## src/rtl/uart_tx.sv

```systemverilog
// 8N1 UART transmitter behind a small circular byte FIFO with a valid/ready input.
// Latency: byte accepted into an empty FIFO at edge E pops at E+1, txd falls at E+2.
// Backpressure: ready drops while FIFO_DEPTH bytes are queued; queued frames go out back-to-back.
module uart_tx #(
    parameter int _BAUD_SCALE = 10416,
    parameter int FIFO_DEPTH  = 4
) (
    input  logic                         clk,
    input  logic                         reset,
    input  logic [7:0]                   data_in,
    input  logic                         valid,
    output logic                         ready,
    output logic                         txd,
    output logic                         busy,
    output logic [$clog2(FIFO_DEPTH):0]  count
);
    localparam int PW = $clog2(FIFO_DEPTH);
    localparam int CW = PW + 1;
    localparam int BW = (_BAUD_SCALE > 1) ? $clog2(_BAUD_SCALE) : 1;
    localparam logic [CW-1:0] FULL      = CW'(FIFO_DEPTH);
    localparam logic [BW-1:0] BAUD_LAST = BW'(_BAUD_SCALE - 1);

    typedef enum logic [1:0] {
        IDLE  = 2'd0,
        START = 2'd1,
        DATA  = 2'd2,
        STOP  = 2'd3
    } state_t;

    state_t        state_q, state_d;
    logic [BW-1:0] baud_q, baud_d;
    logic [2:0]    bit_idx_q, bit_idx_d;
    logic [7:0]    shift_q, shift_d;
    logic          txd_q, txd_d;
    logic [PW-1:0] wr_ptr_q, wr_ptr_d;
    logic [PW-1:0] rd_ptr_q, rd_ptr_d;
    logic [CW-1:0] count_q, count_d;
    logic [7:0]    mem_q [FIFO_DEPTH];

    logic push;
    logic pop;
    logic bit_end;
    logic fifo_nonempty;

    assign ready         = (count_q != FULL);
    assign push          = valid && ready;
    assign fifo_nonempty = (count_q != '0);
    assign bit_end       = (baud_q == BAUD_LAST);

    // Frame sequencing; pops are decided on the registered count only.
    always_comb begin
        state_d   = state_q;
        baud_d    = baud_q;
        bit_idx_d = bit_idx_q;
        shift_d   = shift_q;
        pop       = 1'b0;
        case (state_q)
            IDLE: begin
                if (fifo_nonempty) begin
                    pop     = 1'b1;
                    state_d = START;
                    baud_d  = '0;
                end
            end
            START: begin
                if (bit_end) begin
                    state_d   = DATA;
                    baud_d    = '0;
                    bit_idx_d = '0;
                end else begin
                    baud_d = baud_q + BW'(1);
                end
            end
            DATA: begin
                if (bit_end) begin
                    baud_d    = '0;
                    shift_d   = {1'b0, shift_q[7:1]};
                    bit_idx_d = bit_idx_q + 3'd1;
                    if (bit_idx_q == 3'd7) begin
                        state_d = STOP;
                    end
                end else begin
                    baud_d = baud_q + BW'(1);
                end
            end
            STOP: begin
                if (bit_end) begin
                    baud_d = '0;
                    if (fifo_nonempty) begin
                        pop     = 1'b1;
                        state_d = START;
                    end else begin
                        state_d = IDLE;
                    end
                end else begin
                    baud_d = baud_q + BW'(1);
                end
            end
            default: begin
                state_d = IDLE;
                baud_d  = '0;
            end
        endcase
        if (pop) begin
            shift_d = mem_q[rd_ptr_q];
        end
    end

    // txd is registered from the current state, so it trails the state by one cycle.
    always_comb begin
        txd_d = 1'b1;
        case (state_q)
            IDLE:    txd_d = 1'b1;
            START:   txd_d = 1'b0;
            DATA:    txd_d = shift_q[0];
            STOP:    txd_d = 1'b1;
            default: txd_d = 1'b1;
        endcase
    end

    always_comb begin
        wr_ptr_d = wr_ptr_q;
        rd_ptr_d = rd_ptr_q;
        count_d  = count_q;
        if (push) begin
            wr_ptr_d = wr_ptr_q + PW'(1);
        end
        if (pop) begin
            rd_ptr_d = rd_ptr_q + PW'(1);
        end
        case ({push, pop})
            2'b10:   count_d = count_q + CW'(1);
            2'b01:   count_d = count_q - CW'(1);
            default: count_d = count_q;
        endcase
    end

    always_ff @(posedge clk or posedge reset) begin
        if (reset) begin
            state_q   <= IDLE;
            baud_q    <= '0;
            bit_idx_q <= '0;
            shift_q   <= '0;
            txd_q     <= 1'b1;
            wr_ptr_q  <= '0;
            rd_ptr_q  <= '0;
            count_q   <= '0;
        end else begin
            state_q   <= state_d;
            baud_q    <= baud_d;
            bit_idx_q <= bit_idx_d;
            shift_q   <= shift_d;
            txd_q     <= txd_d;
            wr_ptr_q  <= wr_ptr_d;
            rd_ptr_q  <= rd_ptr_d;
            count_q   <= count_d;
        end
    end

    // Storage needs no reset: only slots covered by count are ever read.
    always_ff @(posedge clk) begin
        if (push) begin
            mem_q[wr_ptr_q] <= data_in;
        end
    end

    assign txd   = txd_q;
    assign busy  = (state_q != IDLE);
    assign count = count_q;

endmodule

```

## config.mk

```make
export PLATFORM = sky130hd
export DESIGN_NAME = uart_tx
export DESIGN_NICKNAME = d
export VERILOG_FILES = /design/src/rtl/uart_tx.sv
export SDC_FILE = /design/constraint.sdc
export NUM_CORES = 1
export LEC_CHECK = 0
export BUFFER_PORTS_ARGS = -buffer_cell sky130_fd_sc_hd__buf_2
export CAP_MARGIN = 20
export CORE_MARGIN = 2
export CORE_UTILIZATION = 45
export DETAILED_ROUTE_END_ITERATION = 10
export SLEW_MARGIN = 20
export SYNTH_ARGS = -nofsm -noshare
export SYNTH_HDL_FRONTEND = slang
export SYNTH_SLANG_ARGS = --single-unit
```

## constraint.sdc

```tcl
create_clock -name clk -period 3.3 [get_ports clk]
set_input_delay 0.495 -clock clk [delete_from_list [all_inputs] [get_ports clk]]
set_output_delay 0.495 -clock clk [all_outputs]
set_load 0.01 [all_outputs]
```

==> out/results.tsv <==
metric	value	unit
outcome	finished, final reports clean	
Synth Area in Compound Gates	8.52	%
vias post-DR	1895	
hold_buf cts	0	
Max Clock Freq	397	MHz
Clock Root Buffer	clkbuf_8	
simple-gate share of the synthesized area	10.2	%
CTS resizes	0	
Slew headroom	57.6	%
XOR/XNOR Fraction of Synth Area	1.91	%
first-pass GRT wire length	9380	µm
WL/cell	16.1	µm
CP peak stage delay	0.44	ns
hold_ws	0.239	ns
final hold viol count	0	
largest area contributor in the netlist	edfxtp_1	
most common library cell in the layout ignoring fill and taps	dfrtp_1	
Critical path buffers and inverters	3	
Final setup viols	0	
number of synthesized flops with an enable pin	32	
GRT Overall Usage	16.4	%
port bufs	16	
Setup Fix Bufs, Post-CTS	0	
fin crit share	76.3	%
CORE AREA	0.00687	mm²
Clock Tree Buf Depth	2	
RD Place Congestion	0.785	
synth top area cells	edfxtp_1 (30%), dfrtp_1 (26%), mux4_2 (5.6%)	
DR DRC count	0	
Mapped Cells	230	
final wirelength	5670	µm
max-slew violation count	0	
Syn-to-layout area delta	12.3	%
Routed Antenna Nets	0	
TritonCTS Buffers	9	
CTS Sinks	67	
grt total ovfl	0	
total stage count of the critical path	11	
mux cell area share after synthesis	13.3	%
asr flop ratio synth	52.2	%
largest net degree at the start of global routing	36	
clock tree from TritonCTS	yes	
Max-Cap Viols	0	
delay-heaviest family, CP	adder cells	
worst reg2reg path depth	11	
VDD IR max	0.424	mV
Data arrival, critical path	2.79	ns
area share of the largest cell type after synthesis	29.9	%
1st-pass router iterations	4	
Worst-Margin Slew	0.636	ns
smallest setup slack after layout	0.781	ns
antenna cells	0	
sequential area share after synthesis	57.1	%
Unique masters post-synth	47	
vias per cell	5.37	
Adder-Cell Fraction of Synth Area	5.29	%
fraction of layout cells with a size suffix above 1	26.8	%
vias in the first global route	1869	
Worst setup SP type	flip-flop	
predominant post-synthesis flop cell	dfrtp_1	
Static Leakage	1.50	nW
Max Fanout on Critical Path	5	
die height	88.6	µm
RSZ-0062 raised after global routing	false	
crit end category	flip-flop	
Layout fillers	578	
mapped cell area	0.00322	mm²
1st-iter DRT viols	88	
nets	276	
syn avg cell area	14.0	µm²
Die Span X	88.6	µm
clock latency on the worst-skew pair	0.34	ns
die area	0.00784	mm²
Clock transition at path regs	0.07	ns
post-DP HPWL	3840	µm
FF+latch count, synth	67	
hold crit path type	input pin to async pin	
pwr dens	569	mW/mm²
minimum clock period	2.52	ns
Critical Path RT	3.57	ns
most frequent cells in the layout	dfrtp_1 (34), edfxtp_1 (32), inv_1 (17)	
Syn Nets	254	
initial antenna violation count	0	
FP Rows	30	
Place WS	0.799	ns
combinational family with the most area after synthesis	multiplexers	
Setup TNS	0	ns
CP Cell Sequence	inv_1, ha_1, a211oi_1, o21ai_4, inv_1, ha_1, inv_1, fa_1, xor2_1, nor2_1, xor2_1	
CP most frequent cell	inv_1	
cell with the largest stage delay on the worst path	dfrtp_1	
Initial Utilization	46.8	%
critical setup path kind	flip-flop to flip-flop	
# IOs	17	
yosys synthesis warning count	0	
clock skew	0.00455	ns
H-tree depth	3	
## synthesized netlist by cell type, types with 3 or more instances
cell type	instances
clkbuf_1	3
dfrtp_1	34
and2_1	4
ha_1	12
edfxtp_1	32
nor2_1	3
o21ai_0	10
a22o_1	5
nand3_1	5
and3_1	5
inv_1	17
nor3_1	4
a31oi_1	8
nand2_1	10
mux2_2	11
a21oi_1	6
mux4_2	8
nand4_1	5
mux2_4	7
xnor2_1	5
## final timing paths
| path | slack [ns] | from | end |
|---|---|---|---|
| setup / recovery | 0.78 | state_q[1]$_DFFE_PP0P_ | count[2]$_DFFE_PP0P_ |
| hold / removal | 0.24 | reset | wr_ptr_q[1]$_DFFE_PP0P_ |
| setup reg to reg | 0.78 | state_q[1]$_DFFE_PP0P_ | count[2]$_DFFE_PP0P_ |
| hold reg to reg | 0.48 | baud_q[13]$_DFFE_PP0P_ | baud_q[13]$_DFFE_PP0P_ |
| max in group asynchronous | 2.71 | reset | txd$_DFF_PP1_ |
| min in group clk | 0.36 | data_in[6] | mem_q[0][6]$_DFFE_PP_ |
## through the flow
stage | cell area, µm² | util [%] | std cells | total power [mW]
after floorplan | 3220 | - | 230 | 1.23
after global placement | 3390 | 49.4 | 337 | 1.33
after detailed placement | 3390 | 49.4 | 337 | 1.33
after CTS | 3610 | 52.6 | 353 | 2.08
after global routing | 3610 | 52.6 | 353 | 2.16
final | 3610 | 52.6 | 353 | 2.06
## flip-flops by register name, indices dropped and copies added (netlist names)
register   count
txd            1
mem_q         32
wr_ptr_q       2
bit_idx_q      3
state_q        2
count          3
shift_q        8
baud_q        14
rd_ptr_q       2
## kinds of logic (layout without fill, tap and decap cells)
| group | after synthesis | after routing |
|---|---|---|
| simple gates | 50 | 50 |
| buf+inv | 26 | 53 |
| mux | 28 | 28 |
| flops | 67 | 67 |
| xor+xnor | 7 | 7 |
| compound gates | 39 | 39 |
| fa+ha+maj | 13 | 13 |
## power breakdown
group          leakage [nW]  internal (mW)  switching (mW)  total [mW]
sequential            0.728          0.997          0.0472        1.04
combinational         0.673          0.107           0.158       0.265
clock                 0.103          0.427           0.320       0.747
## layer usage
metal | vias up | GRT usage (%) | wire length, µm
li1 | 913 | - | -
met2 | 32 | 22.5 | 2500
met1 | 940 | 24.2 | 2830
met4 | 0 | 6.20 | 87
met5 | - | 0 | 0
met3 | 10 | 5.32 | 245
## area by class of cell
type | instances | area (µm²) | share of cell area (%)
Sequential cell | 67 | 1840 | 50.9
Clock buffer | 10 | 128 | 3.53
Tap cell | 96 | 120 | 3.33
Timing Repair Buffer | 20 | 110 | 3.05
Clock inverter | 6 | 88.8 | 2.46
Inverter | 17 | 63.8 | 1.77
Multi-Input combinational cell | 137 | 1260 | 35.0
## worst min-delay path, delay by kind of cell
| family | cells | cell delay, ns |
|---|---|---|
| buffers and inverters | 3 | 0.52 |
Power figures use the tool's default switching activity.
